[config.mk]
export PLATFORM = sky130hd
export DESIGN_NAME = sram_sqi_arbiter
export DESIGN_NICKNAME = d
export VERILOG_FILES = /design/src/rtl/sram_sqi_arbiter.sv
export SDC_FILE = /design/constraint.sdc
export NUM_CORES = 1
export LEC_CHECK = 0
export CAP_MARGIN = 40
export CORE_ASPECT_RATIO = 0.9
export CORE_MARGIN = 2
export CORE_UTILIZATION = 54
export DETAILED_ROUTE_END_ITERATION = 10
export DONT_BUFFER_PORTS = 1
export GPL_ROUTABILITY_DRIVEN = 0
export PLACE_DENSITY = 0.76
export SLEW_MARGIN = 25
export SYNTH_ARGS = -nofsm -noshare
export SYNTH_HDL_FRONTEND = slang
export SYNTH_SLANG_ARGS = --single-unit
[constraint.sdc]
create_clock -name clk -period 3.6 [get_ports clk]
set_clock_uncertainty 0.2 [all_clocks]
set_input_delay 0.36 -clock clk [delete_from_list [all_inputs] [get_ports clk]]
set_output_delay 0.36 -clock clk [all_outputs]
set_load 0.02 [all_outputs]
[src/rtl/sram_sqi_arbiter.sv]
// rtl/sram_sqi_arbiter.sv - 23LC1024 SQI sequencer shared by a video burst reader and a host port
// Video requests win ties; every transaction runs to completion before the next grant.
module sram_sqi_arbiter #(
   parameter int BURST_BYTES = 4,
   parameter int ADDR_W      = 17
) (
   input  logic              clk,
   input  logic              reset,
   input  logic              vid_req,
   input  logic [ADDR_W-1:0] vid_addr,
   output logic              vid_ack,
   output logic [7:0]        vid_data,
   output logic              vid_valid,
   output logic              vid_done,
   input  logic              host_req,
   input  logic              host_we,
   input  logic [ADDR_W-1:0] host_addr,
   input  logic [7:0]        host_wdata,
   output logic [7:0]        host_rdata,
   output logic              host_ack,
   output logic              ready,
   output logic              sram_cs_n,
   output logic              sram_sck,
   output logic              sram_sio_oe,
   output logic [3:0]        sram_sio_o,
   input  logic [3:0]        sram_sio_i
);

   typedef enum logic [3:0] {
      INIT_CS, INIT_EQIO, IDLE, CMD, ADDR, DUMMY, RDATA, WDATA, GAP
   } state_t;

   localparam logic [7:0] EQIO_CMD = 8'h38;
   localparam logic [5:0] VID_LAST = 6'(2 * BURST_BYTES - 1);

   state_t            state, state_d;
   logic              ph, ph_d;
   logic [5:0]        cnt, cnt_d, last_cnt;
   logic              grant_vid, grant_host;
   logic              cur_vid, cur_we;
   logic [ADDR_W-1:0] cur_addr;
   logic [7:0]        cur_wdata;
   logic [7:0]        cmd_byte;
   logic [7:0]        eqio_sh;
   logic [23:0]       addr_sh;
   logic [3:0]        rd_hi;

   always_ff @(posedge clk) begin
      if (reset) begin
         state <= INIT_CS;
         ph    <= 1'b0;
         cnt   <= '0;
      end else begin
         state <= state_d;
         ph    <= ph_d;
         cnt   <= cnt_d;
      end
   end

   // ph is the SCK phase (0 = L, 1 = H); every state advances only at the end of phase H.
   always_comb begin
      grant_vid  = (state == IDLE) && vid_req;
      grant_host = (state == IDLE) && !vid_req && host_req;
      case (state)
         INIT_EQIO: last_cnt = 6'd7;
         CMD:       last_cnt = 6'd1;
         ADDR:      last_cnt = 6'd5;
         DUMMY:     last_cnt = 6'd1;
         RDATA:     last_cnt = cur_vid ? VID_LAST : 6'd1;
         WDATA:     last_cnt = 6'd1;
         default:   last_cnt = 6'd0;
      endcase
      state_d = state;
      ph_d    = ~ph;
      cnt_d   = cnt;
      if (state == IDLE) begin
         ph_d  = 1'b0;
         cnt_d = '0;
         if (grant_vid || grant_host)
            state_d = CMD;
      end else if (ph) begin
         if (cnt == last_cnt) begin
            cnt_d = '0;
            case (state)
               INIT_CS:   state_d = INIT_EQIO;
               INIT_EQIO: state_d = GAP;
               CMD:       state_d = ADDR;
               ADDR:      state_d = cur_we ? WDATA : DUMMY;
               DUMMY:     state_d = RDATA;
               RDATA:     state_d = GAP;
               WDATA:     state_d = GAP;
               GAP:       state_d = IDLE;
               default:   state_d = INIT_CS;
            endcase
         end else begin
            cnt_d = cnt + 6'd1;
         end
      end
   end

   assign cmd_byte = cur_we ? 8'h02 : 8'h03;
   assign eqio_sh  = EQIO_CMD << cnt[2:0];
   assign addr_sh  = 24'(cur_addr) << {cnt[2:0], 2'b00};

   always_comb begin
      sram_cs_n   = 1'b1;
      sram_sio_oe = 1'b0;
      sram_sio_o  = 4'h0;
      case (state)
         INIT_EQIO: begin
            sram_cs_n   = 1'b0;
            sram_sio_oe = 1'b1;
            sram_sio_o  = {3'b000, eqio_sh[7]};
         end
         CMD: begin
            sram_cs_n   = 1'b0;
            sram_sio_oe = 1'b1;
            sram_sio_o  = cnt[0] ? cmd_byte[3:0] : cmd_byte[7:4];
         end
         ADDR: begin
            sram_cs_n   = 1'b0;
            sram_sio_oe = 1'b1;
            sram_sio_o  = addr_sh[23:20];
         end
         WDATA: begin
            sram_cs_n   = 1'b0;
            sram_sio_oe = 1'b1;
            sram_sio_o  = cnt[0] ? cur_wdata[3:0] : cur_wdata[7:4];
         end
         DUMMY, RDATA: sram_cs_n = 1'b0;
         default: ;
      endcase
   end

   assign sram_sck = ph & ~sram_cs_n;
   assign vid_ack  = grant_vid;
   assign ready    = (state == IDLE);

   always_ff @(posedge clk) begin
      if (reset) begin
         cur_vid    <= 1'b0;
         cur_we     <= 1'b0;
         cur_addr   <= '0;
         cur_wdata  <= '0;
         rd_hi      <= '0;
         vid_data   <= '0;
         vid_valid  <= 1'b0;
         vid_done   <= 1'b0;
         host_rdata <= '0;
         host_ack   <= 1'b0;
      end else begin
         vid_valid <= 1'b0;
         vid_done  <= 1'b0;
         host_ack  <= 1'b0;
         if (grant_vid) begin
            cur_vid  <= 1'b1;
            cur_we   <= 1'b0;
            cur_addr <= vid_addr;
         end else if (grant_host) begin
            cur_vid   <= 1'b0;
            cur_we    <= host_we;
            cur_addr  <= host_addr;
            cur_wdata <= host_wdata;
         end
         // Nibbles are captured at the end of phase H; odd nibble completes a byte.
         if (state == RDATA && ph) begin
            if (!cnt[0]) begin
               rd_hi <= sram_sio_i;
            end else if (cur_vid) begin
               vid_data  <= {rd_hi, sram_sio_i};
               vid_valid <= 1'b1;
               vid_done  <= (cnt == last_cnt);
            end else begin
               host_rdata <= {rd_hi, sram_sio_i};
               host_ack   <= 1'b1;
            end
         end
         if (state == WDATA && ph && cnt == last_cnt)
            host_ack <= 1'b1;
      end
   end

endmodule

==> results of run 1 <==
-- worst max-delay path, cell delays in order, from the launching register on --
cell     delay, ps
dfxtp_1        720
or4b_4         560
nor2_1         240
nand2_1         90
o21ai_0        330
-- layer usage --
layer,global-route usage,up-vias
li1,-,1316
met1,0.336,1263
met2,0.397,102
met3,0.0909,14
met4,0.0923,0
met5,0,-
-- path summary, 6_finish.rpt --
path,from,endpoint,slack (ps),cells past startpoint
max,state[2]$_SDFFE_PP0P_,sram_sio_o[1],750,4
min,host_req,cur_vid$_SDFFE_PP0P_,20,3
max reg2reg,state[1]$_SDFFE_PP0P_,cur_addr[9]$_SDFFE_PP0P_,780,7
min reg2reg,cur_wdata[0]$_SDFFE_PP0P_,cur_wdata[0]$_SDFFE_PP0P_,250,2
-- kinds of logic (layout without fill, tap and decap cells) --
kind of cell    after synthesis  in the layout  synth area share
simple gates                163            163             0.260
compound gates               69             69             0.160
flops                        61             61             0.418
buf+inv                      33             71            0.0518
mux                          24             24            0.0843
xor+xnor                      5              5            0.0176
fa+ha+maj                     2              2           0.00856
-- power breakdown --
group	internal (mW)	switching, mW	leakage (nW)
clock	0.283	0.260	0.0921
sequential	0.683	0.0215	0.492
combinational	0.0704	0.0825	0.711
-- cell type report --
type	count	area share
Sequential cell	61	0.345
Timing Repair Buffer	48	0.136
Multi-Input combinational cell	263	0.438
Tap cell	67	0.0237
Clock inverter	4	0.00636
Inverter	7	0.00742
Clock buffer	12	0.0438
-- cell usage in the layout, fill, tap and decap left out, types with 3 or more instances in the layout --
cell type,n
nand2_1,72
dfxtp_1,61
nor2_1,46
dlygate4sd3_1,43
a21oi_1,26
mux2i_1,22
nand3_1,15
a311oi_1,15
clkbuf_8,11
o21ai_0,9
inv_1,5
nor2b_1,5
nor3_1,5
o22ai_1,4
buf_4,4
nand4_1,3
xor2_1,3
clkinv_2,3
-- per-stage QoR --
step                setup WS [ps]  utilization  area, sq um  instances
finish                        746        0.678         3540        462
global route                  582        0.678         3540        462
CTS                           783        0.678         3540        462
detailed placement            873        0.557         2910        402
global placement              968        0.557         2910        402
floorplan                    1320            -         2920        357
-- registers in the layout (all words and copies together) (netlist names), 4 cells and up --
name and flops:
cur_addr 17, host_rdata 8, state 4, vid_data 8, cur_wdata 8, rd_hi 4, cnt 6
-- what timing repair did --
action,CTS,global route
setup buffers,0,0
hold endpoints to repair,53,0
gates resized for setup,0,0
hold buffers,44,0
==> impl_metrics.py, run 1 <==
metrics = {
    "status": {
        "status": "finished clean",
    },
    "timing": {
        "report.final.slew_viol_count": 0,
        "max_freq_mhz": 350,
        "finalCritPeriodShare": 0.793,
        "fin_setup_tns_ps": 0,
        "tightest_slew_ps": 841,
        "setup_violations": 0,
        "min_period_ps": 2850,
        "hold_viol_final": 0,
        "rsz0062_at_grt": "no",
        "relSlewSlack": 0.434,
        "timing.hold.ws_ps": 19.8,
    },
    "logic_synthesis": {
        "ys.flop_type": "dfxtp_1",
        "synth_top_cell_by_area": "dfxtp_1",
        "ys_seq_elements": 61,
        "synth_top_area_share": 0.418,
        "synth_warnings": 0,
        "synth_area_per_cell_sq_um": 8.19,
        "syn_nets": 410,
        "synth_edf_count": 0,
        "synth_common_cells": "nand2_1 (72), dfxtp_1 (61), nor2_1 (46)",
        "netlist_area_sq_um": 2920,
        "yosysMostFrequentCell": "nand2_1",
        "yosysSeqAreaShare": 0.418,
        "synth_area_leaders": "dfxtp_1 (42%), nand2_1 (9.2%), mux2i_1 (7.5%)",
        "ys_async_sr_fraction": 0,
        "synth_cell_types": 50,
        "synthCells": 357,
    },
    "route": {
        "wl_microns": 7320,
        "ant_nets": 0,
        "wl_per_cell_microns": 15.8,
        "routed-wl-met3_microns": 565,
        "top_layer_used": "met4",
        "drtIter0Drc": 222,
        "drtPass1Iterations": 5,
        "dr_wl_met2_microns": 3540,
        "num_vias": 2695,
        "via_per_inst": 5.83,
        "wl_met1_microns": 3060,
        "drcViolationCount": 0,
    },
    "clock_tree": {
        "cts_htree_levels": 3,
        "root_buffer": "clkbuf_8",
        "cts_tree": "yes",
        "cts.clk_slew.worst_paths_ps": 60,
        "numCtsBuffers": 9,
        "cts_sinks": 61,
        "clock_latency_ps": 350,
        "cts_max_path_buffers": 2,
    },
    "grt": {
        "grt_pass1_wl_microns": 11700,
        "grt_max_degree": 53,
        "grt_pass1_vias": 2426,
        "antenna_found_initial": 0,
        "grt-ovfl-total": 0,
        "grt_use_total": 0.258,
    },
    "finish": {
        "n_fill_cell": 393,
        "drive_above_1_share": 0.0835,
        "nets": 443,
        "multi_input_area_sq_um": 1550,
        "register_area_sq_um": 1220,
        "n_antenna_cell": 0,
        "area_growth_syn_to_layout_pct": 21.1,
    },
    "setup_path": {
        "required_ps": 3040,
        "cp-start-kind": "register",
        "crit_path_max_fanout": 18,
        "worstSetupPathType": "reg -> out",
        "critical_path_arrival_ps": 2290,
        "crit_path_end_kind": "output pin",
    },
    "worst_hold_path": {
        "hp-class": "in -> reg",
    },
    "die": {
        "row_count": 25,
        "initial_utilization": 0.560,
        "core-area_sq_um": 5220,
        "die_h_microns": 73.8,
        "dieArea_sq_um": 6020,
        "io-pin-count": 79,
        "fp.dieW_microns": 81.6,
    },
    "placed_design": {
        "dp_hpwl_microns": 4600,
        "portBuffers": 0,
    },
    "pwr": {
        "p_leak_nw": 1.29,
        "ir_worst_vdd_mv": 0.245,
        "total_power_mw": 1.40,
        "p_per_area_nw_per_um2": 396,
    },
    "job": {
        "maxCapViolations": 0,
    },
}
Note: power is estimated with default switching activity, not from simulation.
==> run 2: changes to the inputs <==
==> constraint.sdc (replaced) <==
create_clock -name clk -period 2.7 [get_ports clk]
set_clock_uncertainty 0.2 [all_clocks]
set_input_delay 0.27 -clock clk [delete_from_list [all_inputs] [get_ports clk]]
set_output_delay 0.27 -clock clk [all_outputs]
set_load 0.02 [all_outputs]
==> impl_metrics.py, run 2 (synthesis results as in run 1) <==
metrics = {
    "status": {
        "status": "finished clean",
    },
    "setup_path": {
        "cp_top_family": "buffers and inverters",
        "cp-start-kind": "register",
        "required_ps": 2780,
        "path_cells": "buf_4, nor4b_4, o21a_1, buf_6, nor2_1, a311oi_2, dlygate4sd3_1",
        "crit_path_end_kind": "register",
        "worst_path_max_delay_cell": "dlygate4sd3_1",
        "cp_num_buf_inv": 3,
        "critical_path_arrival_ps": 2720,
        "crit_path_max_incr_delay_ps": 630,
        "crit_path_max_fanout": 18,
        "worstSetupPathType": "reg -> reg",
    },
    "grt": {
        "grt_pass1_wl_microns": 12500,
        "grt_use_total": 0.278,
        "grt-ovfl-total": 0,
        "grt_pass1_vias": 2632,
        "grt_max_degree": 55,
        "antenna_found_initial": 0,
    },
    "die": {
        "die_h_microns": 73.8,
        "core-area_sq_um": 5220,
        "fp.dieW_microns": 81.6,
        "initial_utilization": 0.560,
        "io-pin-count": 79,
        "row_count": 25,
        "dieArea_sq_um": 6020,
    },
    "pwr": {
        "ir_worst_vdd_mv": 0.498,
        "p_leak_nw": 1.38,
        "p_per_area_nw_per_um2": 557,
    },
    "clock_tree": {
        "clock_latency_ps": 340,
        "cts.clk_slew.worst_paths_ps": 70,
        "cts_max_path_buffers": 2,
        "cts_htree_levels": 3,
        "cts_sinks": 61,
        "root_buffer": "clkbuf_8",
        "numCtsBuffers": 9,
        "cts_tree": "yes",
    },
    "timing": {
        "report.final.slew_viol_count": 0,
        "relSlewSlack": 0.503,
        "fin_setup_tns_ps": 0,
        "setup_violations": 0,
        "tightest_slew_ps": 738,
        "timing.hold.ws_ps": 43.5,
        "hold_viol_final": 0,
        "min_period_ps": 2640,
        "finalCritPeriodShare": 0.977,
        "max_freq_mhz": 379,
    },
    "finish": {
        "largest_reg_flops": 17,
        "final_common_cell": "nand2_1",
        "design_area_sq_um": 3700,
        "nets": 456,
        "n_antenna_cell": 0,
        "final_util": 0.709,
        "area_growth_syn_to_layout_pct": 26.6,
        "final_cell_mix": "nand2_1 (72), dfxtp_1 (59), nor2_1 (46)",
        "drive_above_1_share": 0.118,
        "regMostFlops": "cur_addr",
    },
    "job": {
        "maxCapViolations": 0,
    },
    "route": {
        "wl_microns": 8010,
        "num_vias": 2810,
        "drcViolationCount": 0,
        "wl_per_cell_microns": 16.9,
        "drtPass1Iterations": 4,
        "ant_nets": 0,
        "via_per_inst": 5.92,
        "drtIter0Drc": 204,
    },
    "worst_hold_path": {
        "hp-class": "in -> reg",
    },
    "placed_design": {
        "dp_hpwl_microns": 4710,
        "portBuffers": 0,
        "place_area_sq_um": 2980,
    },
}
==> run 2: layout make-up <==
type	instances	area, sq um
fill	383	1520
clock buffer	10	138
sequential	61	1220
clock inverter	6	86.3
inverter	7	26.3
multi-input combinational	263	1560
tap	67	83.8
timing repair buffer	61	587
==> run 2: routing by layer <==
layer | vias up | wire, microns | GRT usage
li1 | 1347 | - | -
met3 | 20 | 579 | 0.0897
met1 | 1319 | 3210 | 0.336
met5 | - | 0 | 0
met4 | 0 | 209 | 0.117
met2 | 124 | 4000 | 0.453
==> run 2: per-stage QoR <==
| stage | instances | power (mW) | setup WS, ps |
|---|---|---|---|
| after floorplan | 357 | 1.10 | 424 |
| after global placement | 411 | 1.11 | 333 |
| after detailed placement | 411 | 1.12 | 287 |
| after CTS | 473 | 2.06 | 92.1 |
| after global routing | 475 | 2.12 | -21.1 |
| final | 475 | 2.06 | 61.8 |
==> run 2: where the power goes <==
| part | internal [mW] | total [mW] | switching, mW | leakage (nW) |
|---|---|---|---|---|
| clock network | 0.542 | 0.902 | 0.360 | 0.112 |
| registers | 0.910 | 0.924 | 0.0140 | 0.493 |
| logic | 0.105 | 0.236 | 0.131 | 0.779 |
| total | 1.56 | 2.06 | 0.505 | 1.38 |
==> run 2: what timing repair did <==
| action | in CTS | in global routing |
|---|---|---|
| setup endpoints to repair | 0 | 15 |
| hold buffers | 46 | 0 |
| hold endpoints to repair | 55 | 0 |
| buffers inserted | 0 | 2 |
| gates resized for setup | 0 | 4 |
==> run 2: final timing paths <==
| kind | slack, ps | cells past startpoint | end | start |
|---|---|---|---|---|
| max | 60 | 7 | cur_addr[1]$_SDFFE_PP0P_ | state[2]$_SDFFE_PP0P_ |
| min | 40 | 2 | rd_hi[3]$_SDFFE_PP0P_ | reset |
| min reg2reg | 250 | 2 | cur_wdata[4]$_SDFFE_PP0P_ | cur_wdata[4]$_SDFFE_PP0P_ |
| max reg2reg | 60 | 7 | cur_addr[1]$_SDFFE_PP0P_ | state[2]$_SDFFE_PP0P_ |
==> run 3: changes to the inputs <==
--- a/config.mk
+++ b/config.mk
@@ -17,3 +17,4 @@
 export SYNTH_ARGS = -nofsm -noshare
 export SYNTH_HDL_FRONTEND = slang
 export SYNTH_SLANG_ARGS = --single-unit
+export TNS_END_PERCENT = 20
==> results of run 3 <==
Final layout, timing and power as in run 2 (identical DEF).
